==> src/rtl/imem_loader.sv <==
// Boot loader: holds the CPU in reset while it fills instruction RAM word by word
// from a byte stream, then releases the CPU once the requested word count is stored.
module imem_loader #(
    parameter int unsigned ADDR_W     = 10,
    parameter int unsigned TIMEOUT    = 1000000,
    parameter int unsigned BIG_ENDIAN = 0
) (
    input  logic              clock,
    input  logic              resetn,
    input  logic              start,
    input  logic [ADDR_W:0]   len,
    input  logic [7:0]        byte_in,
    input  logic              byte_valid,
    output logic              byte_ready,
    output logic              imem_we,
    output logic [ADDR_W-1:0] imem_addr,
    output logic [31:0]       imem_wdata,
    output logic              cpu_resetn,
    output logic              busy,
    output logic              done,
    output logic              error,
    output logic [ADDR_W:0]   words_written
);

    localparam int unsigned LEN_W = ADDR_W + 1;
    localparam int unsigned CNT_W = (TIMEOUT > 1) ? $clog2(TIMEOUT) : 1;
    localparam logic [CNT_W-1:0] TMO_LAST = CNT_W'(TIMEOUT - 1);

    localparam logic [2:0] S_IDLE  = 3'd0;
    localparam logic [2:0] S_LOAD  = 3'd1;
    localparam logic [2:0] S_WRITE = 3'd2;
    localparam logic [2:0] S_DONE  = 3'd3;
    localparam logic [2:0] S_ERROR = 3'd4;

    logic [2:0]        state_q,    state_d;
    logic [1:0]        byte_idx_q, byte_idx_d;
    logic [ADDR_W-1:0] word_idx_q, word_idx_d;
    logic [ADDR_W-1:0] last_idx_q, last_idx_d;
    logic [CNT_W-1:0]  tmo_q,      tmo_d;
    logic [31:0]       word_q,     word_d;
    logic [ADDR_W-1:0] addr_d;
    logic [31:0]       wdata_d;
    logic [LEN_W-1:0]  ww_d;
    logic              done_d, error_d, cpu_resetn_d;
    logic [1:0]        lane;

    // State decodes driven straight to the byte source and RAM port
    assign byte_ready = (state_q == S_LOAD);
    assign imem_we    = (state_q == S_WRITE);
    assign busy       = (state_q == S_LOAD) || (state_q == S_WRITE);

    // Lane 0 is [7:0]; big-endian mode mirrors the byte index
    assign lane = (BIG_ENDIAN != 0) ? ~byte_idx_q : byte_idx_q;

    always_comb begin
        state_d    = state_q;
        byte_idx_d = byte_idx_q;
        word_idx_d = word_idx_q;
        last_idx_d = last_idx_q;
        tmo_d      = tmo_q;
        word_d     = word_q;
        addr_d     = imem_addr;
        wdata_d    = imem_wdata;
        ww_d       = words_written;

        case (state_q)
            S_IDLE, S_DONE, S_ERROR: begin
                if (start) begin
                    ww_d = '0;
                    if (len == '0) begin
                        state_d = S_DONE;
                    end else begin
                        // Lengths above the RAM depth are clamped to a full fill
                        last_idx_d = len[ADDR_W] ? '1 : ADDR_W'(len - LEN_W'(1));
                        word_idx_d = '0;
                        byte_idx_d = '0;
                        tmo_d      = '0;
                        word_d     = '0;
                        state_d    = S_LOAD;
                    end
                end
            end
            S_LOAD: begin
                if (byte_valid) begin
                    word_d[{lane, 3'b000} +: 8] = byte_in;
                    byte_idx_d = byte_idx_q + 2'd1;
                    tmo_d      = '0;
                    if (byte_idx_q == 2'd3) begin
                        addr_d  = word_idx_q;
                        wdata_d = word_d;
                        state_d = S_WRITE;
                    end
                end else if (tmo_q == TMO_LAST) begin
                    state_d = S_ERROR;
                end else begin
                    tmo_d = tmo_q + CNT_W'(1);
                end
            end
            S_WRITE: begin
                ww_d = words_written + LEN_W'(1);
                if (word_idx_q == last_idx_q) begin
                    state_d = S_DONE;
                end else begin
                    word_idx_d = word_idx_q + ADDR_W'(1);
                    byte_idx_d = '0;
                    state_d    = S_LOAD;
                end
            end
            default: state_d = S_IDLE;
        endcase

        done_d       = (state_d == S_DONE);
        error_d      = (state_d == S_ERROR);
        cpu_resetn_d = (state_d == S_DONE);
    end

    always_ff @(posedge clock or negedge resetn) begin
        if (!resetn) begin
            state_q       <= S_IDLE;
            byte_idx_q    <= '0;
            word_idx_q    <= '0;
            last_idx_q    <= '0;
            tmo_q         <= '0;
            word_q        <= '0;
            imem_addr     <= '0;
            imem_wdata    <= '0;
            words_written <= '0;
            done          <= 1'b0;
            error         <= 1'b0;
            cpu_resetn    <= 1'b0;
        end else begin
            state_q       <= state_d;
            byte_idx_q    <= byte_idx_d;
            word_idx_q    <= word_idx_d;
            last_idx_q    <= last_idx_d;
            tmo_q         <= tmo_d;
            word_q        <= word_d;
            imem_addr     <= addr_d;
            imem_wdata    <= wdata_d;
            words_written <= ww_d;
            done          <= done_d;
            error         <= error_d;
            cpu_resetn    <= cpu_resetn_d;
        end
    end

endmodule

==> config.mk <==
export PLATFORM = sky130hd
export DESIGN_NAME = imem_loader
export DESIGN_NICKNAME = d
export VERILOG_FILES = /design/src/rtl/imem_loader.sv
export SDC_FILE = /design/constraint.sdc
export NUM_CORES = 1
export LEC_CHECK = 0
export CORE_MARGIN = 2
export CORE_UTILIZATION = 50
export CTS_BUF_LIST = sky130_fd_sc_hd__clkbuf_8 sky130_fd_sc_hd__clkbuf_16
export DETAILED_ROUTE_END_ITERATION = 10
export GPL_ROUTABILITY_DRIVEN = 0
export MAX_ROUTING_LAYER = met4
export PLACE_DENSITY = 0.77
export REMOVE_ABC_BUFFERS = 1
export SLEW_MARGIN = 20
export SYNTH_ARGS = -nofsm -noshare
export SYNTH_HDL_FRONTEND = slang
export SYNTH_SLANG_ARGS = --single-unit
==> constraint.sdc <==
create_clock -name clock -period 2.07 [get_ports clock]
set_clock_uncertainty 0.2 [all_clocks]
set_input_delay 0.414 -clock clock [delete_from_list [all_inputs] [get_ports clock]]
set_output_delay 0.414 -clock clock [all_outputs]
set_load 0.005 [all_outputs]
==> results of run 1 <==
-- Yosys cell counts (13+ instances only) --
cell type | number | area share
a22o_1 | 33 | 0.044
nor2b_1 | 33 | 0.032
nor2_1 | 27 | 0.016
and3_1 | 16 | 0.015
nand3_1 | 17 | 0.013
xnor2_1 | 15 | 0.020
nand4_1 | 13 | 0.012
o21ai_0 | 57 | 0.044
or3_1 | 13 | 0.012
dfrtp_1 | 132 | 0.51
a21oi_1 | 58 | 0.045
clkbuf_1 | 13 | 0.0075
nand2_1 | 62 | 0.036
-- worst paths after layout --
check	depth (start not counted)	to	slack [ps]	startpoint
worst max-delay path	6	tmo_q[16]	-230	state_q[0]
worst min-delay path	2	imem_wdata[23]	120	resetn
worst max register to register	6	tmo_q[16]	-230	state_q[0]
worst min register to register	2	imem_wdata[9]	270	imem_wdata[9]
max in group asynchronous	3	words_written[0]	870	resetn
min in group clock	2	imem_wdata[9]	270	imem_wdata[9]
-- worst max-delay path, delay by kind of cell (launching register included) --
kind	cells	cell delay, ps
AOI/OAI and AO/OA	3	500
buffers and inverters	1	130
DFF	1	450
and+or+nand+nor	2	940
-- layer usage --
layer | share of wire | vias to the layer above
met5 | 0 | -
met4 | 0.044 | 0
met3 | 0.064 | 92
met2 | 0.52 | 327
met1 | 0.38 | 3006
li1 | - | 2721
-- layout make-up --
cell class	instances	area, sq um	area share
multi-input combinational	469	3300	0.348
timing repair buffer	200	1980	0.208
clock buffer	17	425	0.0448
inverter	9	41.3	0.00435
clock inverter	15	229	0.0241
tap	172	215	0.0227
sequential	132	3310	0.348
-- state kept, by name (all words and copies together) (netlist names), 2 cells and up --
signal,cells
last_idx_q,10
words_written,11
state_q,3
byte_idx_q,2
word_idx_q,10
imem_addr,10
imem_wdata,32
tmo_q,20
word_q,32
-- logic make-up after synthesis --
kind of cell	count (synthesis)	synth area share
compound gates	187	0.179
xor+xnor	20	0.0269
fa+ha+maj	11	0.0211
buf+inv	49	0.0368
flops	132	0.507
mux	15	0.0253
simple gates	236	0.205
-- power by group through the flow --
| stage | clock network [uW] | logic, uW | registers, uW |
|---|---|---|---|
| finish | 3400 | 4100 | 3510 |
| global route | 3520 | 4400 | 3560 |
| CTS | 3360 | 3460 | 3470 |
| detailed placement | 0 | 3210 | 3500 |
| global placement | 0 | 3110 | 3470 |
| floorplan | 0 | 1500 | 3500 |
-- what timing repair did --
action	4_1_cts	5_1_grt
cloned	1	9
endpoints found under the hold margin	132	0
hold buffers	1	0
endpoints found under the setup margin	58	115
pin swaps	26	25
resized for setup	44	98
buffers inserted	14	14
-- per-stage QoR --
stage | worst slack [ps] | cells | util | TNS (ps)
floorplan | -1160 | 610 | - | -55500
global placement | -509 | 946 | 0.634 | -27830
detailed placement | -632 | 946 | 0.634 | -36390
CTS | -140 | 993 | 0.707 | -1550
global route | -255 | 1014 | 0.749 | -19440
finish | -231 | 1014 | 0.749 | -15040
==> results.sh, run 1 <==
export IMPL_status="finished with violations"
export IMPL_violations="setup timing"
export IMPL_end_kind="flop"
export IMPL_ys_warn_count=0
export IMPL_slowest_stage="or4bb_4"
export IMPL_vias_per_cell=6.06
export IMPL_synth_seq_area_share=0.507
export IMPL_path_cells="buf_6 -> or3b_4 -> a21oi_4 -> a21o_1 -> or4bb_4 -> a21oi_2"
export IMPL_gr_usage_met2=0.426
export IMPL_clockBufferDepth=2
export IMPL_grt_setup_unrepaired="true"
export IMPL_hold_class="in2async"
export IMPL_postPlaceCellArea_sq_mm=0.00803
export IMPL_cp_data_required_time_ps=2230
export IMPL_cp_max_fo=4
export IMPL_grt_use_met3=0.0574
export IMPL_htreeDepth=4
export IMPL_drive_gt1_frac=0.292
export IMPL_dieArea_sq_mm=0.0140
export IMPL_async_flop_share=1.00
export IMPL_cpPeakStageDelay_ps=500
export IMPL_final_cell_mix="dfrtp_1 (128), buf_4 (82), clkdlybuf4s50_1 (74)"
export IMPL_slew_limit_headroom=0.669
export IMPL_p_clk_frac=0.309
export IMPL_grt_usage=0.265
export IMPL_met1_usage=0.315
export IMPL_finalHoldViolations=0
export IMPL_power_uw=11000
export IMPL_fin_crit_sh=1.11
export IMPL_clockRootBuffer="clkbuf_16"
export IMPL_swShare=0.330
export IMPL_antennaDiodeCount=0
export IMPL_worstSetupPathType="reg2reg"
export IMPL_stdcell_area_sq_mm=0.00950
export IMPL_grt_pass1_wl_um=28800
export IMPL_clkTransAtPathRegs_ps=60
export IMPL_tightest_slew_ps=497
export IMPL_ir_worst_vdd_mv=0.635
export IMPL_max_freq_mhz=435
export IMPL_first_pass_iters=5
export IMPL_synth_edf_count=0
export IMPL_p_int_uw=7380
export IMPL_grt_max_degree=90
export IMPL_core_sq_mm=0.0127
export IMPL_syn_to_final_growth_pct=45.6
export IMPL_slew_violations=0
export IMPL_postRouteWirelength_um=20600
export IMPL_drcViolationCount=0
export IMPL_cap_violations=0
export IMPL_antenna_found_initial=0
export IMPL_powerDensity_mw_per_mm2=1160
export IMPL_numCtsBuffers=17
export IMPL_clk_insertion_delay_late_ps=440
export IMPL_syn_avg_cell_area_sq_um=10.0
export IMPL_vias=6146
export IMPL_period_needed_ps=2300
export IMPL_setup_slack_ps=-231
export IMPL_clock_sinks=132
export IMPL_syn_inst=650
export IMPL_netlist_area_sq_mm=0.00652
export IMPL_p_switching_uw=3630
export IMPL_grt_overflow=0
export IMPL_num_rows=41
export IMPL_finalSetupViolations=120
export IMPL_post_synth_num_cell_types=62
export IMPL_die_w_um=118
export IMPL_ant_nets=0
export IMPL_io_buffers=81
export IMPL_synth_flop_cell="dfrtp_1"
export IMPL_crit_arrival_ps=2460
export IMPL_synth_seq_cells=132
export IMPL_start_util=0.515
export IMPL_combPwrFrac=0.372
export IMPL_cts_tree="yes"
export IMPL_grt_busiest_layer="met2"
export IMPL_final_common_cell="dfrtp_1"
export IMPL_grt_pass1_vias=5852
export IMPL_drt_initial_drc_count=672
export IMPL_seq_power_share=0.319
export IMPL_worst_hold_slack_ps=122
export IMPL_cp_start_kind="flop"
export IMPL_wire_per_inst_um=20.3
export IMPL_die_h_um=118
export IMPL_num_fill_cells=797
export IMPL_leakagePower_uw=0.00416
export IMPL_final_nets=863
export IMPL_io_pins=82
export IMPL_hpwl_um=11200
Power figures use the tool's default switching activity.
==> inputs of run 2 (changes only) <==
Settings changed: CORE_ASPECT_RATIO set to 0.8, CORE_MARGIN 2 to not set.
==> results.sh, run 2 (same netlist as run 1, synthesis figures left out) <==
export IMPL_status="finished with violations"
export IMPL_violations="setup timing"
export IMPL_slowest_stage="or3b_4"
export IMPL_clk_insertion_delay_late_ps=420
export IMPL_syn_to_final_growth_pct=45.3
export IMPL_hpwl_um=11400
export IMPL_drt_initial_drc_count=656
export IMPL_die_w_um=130
export IMPL_final_nets=860
export IMPL_cp_data_required_time_ps=2160
export IMPL_final_cell_mix="dfrtp_1 (128), buf_4 (82), clkdlybuf4s50_1 (68)"
export IMPL_antennaDiodeCount=0
export IMPL_powerDensity_mw_per_mm2=1110
export IMPL_grt_setup_unrepaired="true"
export IMPL_cap_violations=0
export IMPL_setup_slack_ps=-202
export IMPL_whs_endpoint="last_idx_q[0]"
export IMPL_cp_start_kind="flop"
export IMPL_htreeDepth=4
export IMPL_ir_worst_vdd_mv=0.804
export IMPL_postRouteWirelength_um=20200
export IMPL_ant_nets=0
export IMPL_final_common_cell="dfrtp_1"
export IMPL_drcViolationCount=0
export IMPL_worstSetupPathType="reg2reg"
export IMPL_clock_sinks=132
export IMPL_grt_usage=0.274
export IMPL_max_freq_mhz=440
export IMPL_grt_max_degree=57
export IMPL_io_buffers=81
export IMPL_fin_crit_sh=1.10
export IMPL_finalSetupTns_ps=-12490
export IMPL_utilization=0.762
export IMPL_clockBufferDepth=2
export IMPL_cts_tree="yes"
export IMPL_r2r_start="state_q[2]"
export IMPL_io_pins=82
export IMPL_crit_arrival_ps=2360
export IMPL_worstHoldPathCells=3
export IMPL_num_fill_cells=731
export IMPL_hold_class="in2reg"
export IMPL_postPlaceCellArea_sq_mm=0.00803
export IMPL_clockRootBuffer="clkbuf_16"
export IMPL_hp_start="len[0]"
export IMPL_cp_max_fo=7
export IMPL_wire_per_inst_um=20.0
export IMPL_grt_overflow=0
export IMPL_drive_gt1_frac=0.321
export IMPL_dieArea_sq_mm=0.0135
export IMPL_grt_pass1_vias=5644
export IMPL_finalSetupViolations=113
export IMPL_end_kind="flop"
export IMPL_crit_buf_inv=5
export IMPL_tightest_slew_ps=498
export IMPL_cpPeakStageDelay_ps=420
export IMPL_start_util=0.525
export IMPL_rrSetupSlack_ps=-200
export IMPL_first_pass_iters=5
export IMPL_stdcell_area_sq_mm=0.00948
export IMPL_path_cells="buf_6 -> or3b_4 -> inv_4 -> buf_6 -> nand3_4 -> buf_12 -> clkbuf_16 -> nand2_1 -> o21ai_1"
export IMPL_antenna_found_initial=0
export IMPL_reg_top3="imem_wdata x32, word_q x32, tmo_q x20"
export IMPL_numCtsBuffers=17
export IMPL_reg2reg_to="imem_wdata[15]"
export IMPL_clkTransAtPathRegs_ps=60
export IMPL_finalHoldViolations=0
export IMPL_core_sq_mm=0.0124
export IMPL_vias=6162
export IMPL_period_needed_ps=2270
export IMPL_ff2ff_path_depth=9
export IMPL_slew_limit_headroom=0.667
export IMPL_die_h_um=104
export IMPL_slew_violations=0
export IMPL_num_rows=36
export IMPL_crit_top_cell="buf_6"
export IMPL_leakagePower_uw=0.00418
export IMPL_crit_family="buffers and inverters"
export IMPL_vias_per_cell=6.11
export IMPL_grt_pass1_wl_um=27900
==> run 2: area by class of cell <==
| cell class | instances | area, sq um | area share |
|---|---|---|---|
| Multi-Input combinational cell | 469 | 3390 | 0.357 |
| Inverter | 9 | 41.3 | 0.00436 |
| Clock buffer | 20 | 467 | 0.0493 |
| Sequential cell | 132 | 3310 | 0.349 |
| Clock inverter | 11 | 87.6 | 0.00924 |
| Tap cell | 171 | 214 | 0.0226 |
| Timing Repair Buffer | 197 | 1970 | 0.208 |
==> run 2: through the flow <==
step	hold slack [ps]	instances	total power [uW]	worst slack (ps)
2_1_floorplan	-81.6	610	5000	-1160
3_3_place_gp	200	945	6550	-470
3_5_place_dp	204	945	6680	-565
4_1_cts	248	985	9690	-120
5_1_grt	278	1009	10900	-258
6_report	255	1009	10500	-202
==> run 2: timing repair <==
item | CTS | global route
setup endpoints to repair | 105 | 123
gates resized for setup | 54 | 136
pin swaps | 21 | 44
gates cloned | 1 | 10
hold buffers | 1 | 0
buffers inserted | 9 | 17
endpoints found under the hold margin | 30 | 0
==> run 2: worst max path at each step <==
stage | startpoint | end | slack (ps) | cells after the start
floorplan | state_q[1] | imem_addr[0] | -1160 | 4
global placement | len[0] | word_idx_q[7] | -470 | 8
detailed placement | len[4] | tmo_q[15] | -570 | 8
CTS | state_q[1] | tmo_q[16] | -120 | 6
global route | state_q[2] | tmo_q[12] | -260 | 8
finish | state_q[2] | imem_wdata[15] | -200 | 9
==> run 2: tightest hold or removal path: cells and delay by family <==
family | cells | cell delay [ps]
buffers and inverters | 2 | 360
AOI/OAI and AO/OA | 1 | 60
==> run 2: per-layer routing <==
| metal | routed length (um) | track usage | share of wire |
|---|---|---|---|
| met1 | 8290 | 0.360 | 0.41 |
| met2 | 9620 | 0.415 | 0.48 |
| met3 | 1630 | 0.0725 | 0.080 |
| met4 | 695 | 0.0839 | 0.034 |
| met5 | 0 | - | 0 |
==> run 2: report_power, final <==
part           leakage [uW]  switching (uW)  internal (uW)  total [uW]
clock              0.000272            1120           1720        2840
sequential          0.00178             408           3130        3540
combinational       0.00213            2010           2090        4100
total               0.00418            3540           6930       10500
==> edit 1: new RTL, settings of run 1 <==
Set the parameter `TIMEOUT` to 2000000 (it was 1000000).
--- a/src/rtl/imem_loader.sv
+++ b/src/rtl/imem_loader.sv
@@ -2,7 +2,7 @@
 // from a byte stream, then releases the CPU once the requested word count is stored.
 module imem_loader #(
     parameter int unsigned ADDR_W     = 10,
-    parameter int unsigned TIMEOUT    = 1000000,
+    parameter int unsigned TIMEOUT    = 2000000,
     parameter int unsigned BIG_ENDIAN = 0
 ) (
     input  logic              clock,
Check against the original RTL: same outputs for any inputs over 4 cycles, from zero or initial values and one cycle with resetn low; that may be too few to reach the edited logic, so the function may still have changed.
==> edit 1 against run 1 <==
First-iteration DRC count fell by 39%; sequential power rose by 3%; largest power group unchanged; setup slack got worse by 0.14 ns; wire length fell by 7.9%; cell area fell by 1.6%; the run still ends with negative setup slack left; highest routed layer unchanged; power fell by 3.7%; area after synthesis fell by 1.5%; sequential cell count rose by 1.
==> edit 1: results (changes against run 1) <==
{| class="wikitable"
! Metric !! Value
|-
| Largest cells by area after synthesis || sky130_fd_sc_hd__dfrtp_1 52%, sky130_fd_sc_hd__a22o_1 4.8%, sky130_fd_sc_hd__o21ai_0 4.2%
|-
| Global-route usage over all layers || 26.83% (+0.34 points)
|-
| Per-cell via count in the routed design || 5.856 (-3.4%)
|-
| Max-slew headroom || 41.47% (-25 points)
|-
| Global-route wire length before repair || 28680 µm (-0.34%)
|-
| Via count || 5879 (-4.3%)
|-
| Final routed wire length divided by cell count || 18.84 µm (-7.0%)
|-
| Commonest cells in the synthesized netlist || 133 x sky130_fd_sc_hd__dfrtp_1, 66 x sky130_fd_sc_hd__nand2_1, 54 x sky130_fd_sc_hd__o21ai_0, 47 x sky130_fd_sc_hd__a21oi_1, 36 x sky130_fd_sc_hd__nor2_1
|-
| Terminus of the critical flop-to-flop path || state_q[2]
|-
| Violations in the final reports || negative setup slack
|-
| Number of synthesis warnings || 0 (unchanged)
|-
| Synthesized-area fraction occupied by ao, oa, aoi and oai cells || 18.20% (+0.34 points)
|-
| Share of post-route cells with drive strength above 1 || 29.09% (-0.13 points)
|-
| Static leakage || 4.156 nW (-0.16%)
|-
| Setup slack after layout || -0.3663 ns (-0.1354 ns)
|-
| Arrival time of the worst setup path || 2.58 ns (+0.12 ns)
|-
| Delay of the slowest critical-path stage || 0.65 ns (+0.15 ns)
|-
| Average footprint of a synthesized cell || 10.09 µm² (+0.55%)
|-
| Initial antenna violation count || 0 (unchanged)
|-
| Adder-cell share of the synthesized area || 2.142% (+0.031 points)
|-
| Number of global-route vias before repair || 5865 (+0.22%)
|-
| First-pass iteration count of the detailed router || 5 (unchanged)
|-
| Number of design-rule violations left by the first detailed-router iteration || 409 (-39%)
|-
| Biggest registers after layout || imem_wdata: 32 flops, word_q: 32 flops, tmo_q: 21 flops
|-
| Largest net degree at the start of global routing || 53 (-41%)
|-
| Total Nets Final || 853 (-1.2%)
|-
| Multiplexer fraction of the synthesized cell area || 2.083% (-0.45 points)
|-
| Max VDD drop || 0.0005647 V (-11%)
|-
| Worst reg2reg path startpoint || tmo_q[11]
|-
| Fillcell total || 780 (-2.1%)
|-
| Cells after DPL || 947 (+0.11%)
|-
| HPWL Detailed || 11030 µm (-1.4%)
|-
| Worst-path cell with the longest stage delay || sky130_fd_sc_hd__or4_4
|-
| Flop2flop setup slack || -0.37 ns (-0.14 ns)
|-
| CP Max Fanout || 7 (+3)
|-
| Run status || finished, violations left
|-
| Worst hold-check slack || 0.2177 ns (+0.09542 ns)
|-
| Proportion of synthesized chip area in sequential cells || 51.79% (+1.1 points)
|-
| Post-Synth XOR/XNOR Area || 3.680% (+0.99 points)
|-
| Setup Total Neg Slack || -9.837 ns (+5.199 ns)
|-
| Final Setup Violations || 72 (-40%)
|}
[edit 1: area by class of cell]
cell class	count	area (µm²)	share of cell area, %
clock buffers	19	452.9	4.845
clock inverters	13	156.4	1.673
inverters	10	42.54	0.4551
multi-input cells	459	3298	35.28
flip-flops and latches	133	3331	35.63
well taps	172	215.2	2.302
repair buffers	198	1852	19.81
[edit 1: cell families (layout without fill, tap and decap cells)]
family,after synthesis,after routing
AO/OA/AOI/OAI,180,181
multiplexers,12,12
buffers and inverters,47,240
XOR/XNOR,27,27
flip-flops,133,133
adder cells (fa/ha/maj),11,11
AND/OR/NAND/NOR,227,228
[edit 1: where the power goes]
group / internal [mW] / leakage, nW / switching, mW / total (mW)
clock: 1.95 / 0.287 / 1.15 / 3.10
sequential: 3.21 / 1.79 / 0.416 / 3.63
combinational: 1.99 / 2.07 / 1.90 / 3.89
[edit 1: metrics by stage]
stage / utilization, % / area, µm² / setup WS (ns) / power [mW]
global placement: 64.07 / 8053 / -0.7812 / 6.679
CTS: 71.16 / 8944 / -0.3139 / 10.12
global route: 74.38 / 9348 / -0.4016 / 11.13
finish: 74.38 / 9348 / -0.3663 / 10.61
floorplan: - / 6269 / -1.115 / 5.076
detailed placement: 64.07 / 8053 / -0.8043 / 6.820
[edit 1: repair_timing]
| item | 4_1_cts | 5_1_grt |
|---|---|---|
| resized for setup | 59 | 74 |
| endpoints found under the hold margin | 64 | 0 |
| buffers inserted | 13 | 13 |
| endpoints found under the setup margin | 74 | 110 |
| gates cloned | 2 | 2 |
| hold buffers | 1 | 0 |
| pin swaps | 34 | 66 |
[edit 1: metal layers]
metal	global-route usage, %	vias up	share of wire, %
met4	10.32	0	3.6
met3	6.955	60	6.0
met5	-	-	0
met2	42.95	264	50
met1	32.83	2877	41
li1	-	2678	-
==> edit 2: new RTL, flow settings as in run 1 <==
Without the edit above. Take the reset off `imem_wdata` and load it in a clocked block of its own.
--- a/src/rtl/imem_loader.sv
+++ b/src/rtl/imem_loader.sv
@@ -123,7 +123,6 @@
             tmo_q         <= '0;
             word_q        <= '0;
             imem_addr     <= '0;
-            imem_wdata    <= '0;
             words_written <= '0;
             done          <= 1'b0;
             error         <= 1'b0;
@@ -136,7 +135,6 @@
             tmo_q         <= tmo_d;
             word_q        <= word_d;
             imem_addr     <= addr_d;
-            imem_wdata    <= wdata_d;
             words_written <= ww_d;
             done          <= done_d;
             error         <= error_d;
@@ -144,5 +142,9 @@
         end
     end
 
+    always_ff @(posedge clock) begin
+        imem_wdata <= wdata_d;
+    end
+
 endmodule
 
Function: changed (a bounded check fails within 10 cycles, from zero or initial values and one cycle with resetn low; the reset may be asserted at any time).
==> edit 2 against run 1 <==
The run still ends with negative setup slack left; largest power group unchanged; sequential cell count unchanged; critical path depth grew 2; setup slack gained 0.049 ns; wire length is 1.6% lower; power up 0.21%; clock power is 2% higher; area after synthesis decreased by 3.2%; cell area is 1.4% higher; hold slack better by 0.14 ns; largest cell class unchanged; die area is 3.1% lower.
==> edit 2: results (changes against run 1) <==
{| class="wikitable"
! Metric !! Value
|-
| Run status || finished, violations left
|-
| Violations in the final reports || negative setup slack
|-
| Reported net switching power || 3.592 mW (-1.1%)
|-
| Worst reg2reg path startpoint || state_q[2]
|-
| Max-slew headroom || 63.39% (-3.5 points)
|-
| Average footprint of a synthesized cell || 10.64 µm² (+6.1%)
|-
| Per-cell via count in the routed design || 6.078 (+0.29%)
|-
| Worst hold-check slack || 0.2577 ns (+0.1355 ns)
|-
| Pre-CTS setup slack || -0.4261 ns (+0.2062 ns)
|-
| Final clock-cell share || 7.044% (+0.15 points)
|-
| Met3 global-route usage || 6.902% (+1.2 points)
|-
| Largest net degree at the start of global routing || 101 (+12%)
|-
| HPWL Detailed || 10610 µm (-5.0%)
|-
| Commonest cells in the synthesized netlist || 100 x sky130_fd_sc_hd__dfrtp_1, 70 x sky130_fd_sc_hd__nand2_1, 50 x sky130_fd_sc_hd__o21ai_0, 39 x sky130_fd_sc_hd__inv_1
|-
| Share of post-route cells with drive strength above 1 || 32.51% (+3.3 points)
|-
| Number of enable-type register cells in the synthesized netlist || 32 (+32)
|-
| Post-Route M1 WL || 7659 µm (-0.76%)
|-
| Setup slack after layout || -0.1816 ns (+0.04938 ns)
|-
| Non-clk buf share || 22.14% (+1.3 points)
|-
| Adder-cell share of the synthesized area || 2.180% (+0.070 points)
|-
| Routed length on met3 || 1785 µm (+35%)
|-
| Sequential share of cell area || 36.01% (+1.2 points)
|-
| Static leakage || 3.953 nW (-5.0%)
|-
| Arrival time of the worst setup path || 2.40 ns (-0.06 ns)
|-
| Post-Synth XOR/XNOR Area || 3.469% (+0.78 points)
|-
| Clock latency of the later-clocked register in the worst-skew pair || 0.42 ns (-0.02 ns)
|-
| Multi-input logic area || 2974 µm² (-9.9%)
|-
| Terminus of the critical flop-to-flop path || word_idx_q[9]
|-
| Final Setup Violations || 87 (-28%)
|-
| Global-route wire length before repair || 27640 µm (-3.9%)
|-
| Delay of the slowest critical-path stage || 0.53 ns (+0.03 ns)
|-
| Count of buffers not belonging to the clock network in the layout || 213 (+6.5%)
|-
| Number of unique standard cell types used by synthesis || 59 (-4.8%)
|}
## edit 2: changes by cell type in the layout (fill, tap and decap cells not counted), moves of 32 or more
cell / run 1 / this run
sky130_fd_sc_hd__a21oi_1: 45 / 8
sky130_fd_sc_hd__a22o_1: 33 / 1
sky130_fd_sc_hd__a32o_1: 1 / 33
sky130_fd_sc_hd__inv_1: 6 / 38
sky130_fd_sc_hd__nor2b_1: 33 / 0
sky130_fd_sc_hd__edfxtp_1: 0 / 32
## edit 2: how the worst max path moves through the flow
stage | startpoint | endpoint | slack [ns] | depth (start not counted)
after CTS | state_q[2] | imem_we | -0.09 | 4
after detailed placement | len[4] | byte_idx_q[0] | -0.43 | 7
after global placement | len[4] | tmo_q[17] | -0.37 | 7
after floorplan | state_q[0] | imem_addr[0] | -1.48 | 3
after global routing | state_q[2] | word_idx_q[9] | -0.21 | 8
final | state_q[2] | word_idx_q[9] | -0.18 | 8
## edit 2: cell families (layout without fill, tap and decap cells)
family                     after synthesis  after routing
xor gates and xnor gates                25             25
adders and majority gates               11             11
DFF                                    132            132
AOI/OAI and AO/OA                      145            146
and+or+nand+nor                        196            196
buffers and inverters                   71            286
muxes                                   13             13
## edit 2: critical path, delay by kind of cell (launching register included)
family	cells	cell delay (ns)
simple gates	4	1.11
flops	1	0.41
buf+inv	3	0.30
compound gates	1	0.17
## edit 2: power by group through the flow
stage                     clock network (mW)  registers [mW]  logic, mW
after floorplan                            0            3.57       1.37
after global placement                     0            3.55       2.66
after detailed placement                   0            3.58       2.81
after CTS                               3.47            3.54       3.16
after global routing                    3.60            3.63       4.21
final                                   3.48            3.59       3.97
## edit 2: repair_timing
item	CTS	global route
setup buffers	10	23
resized for setup	56	119
hold endpoints to repair	100	0
cloned	4	9
setup endpoints to repair	117	129
hold buffers	1	0
pin swaps	16	40
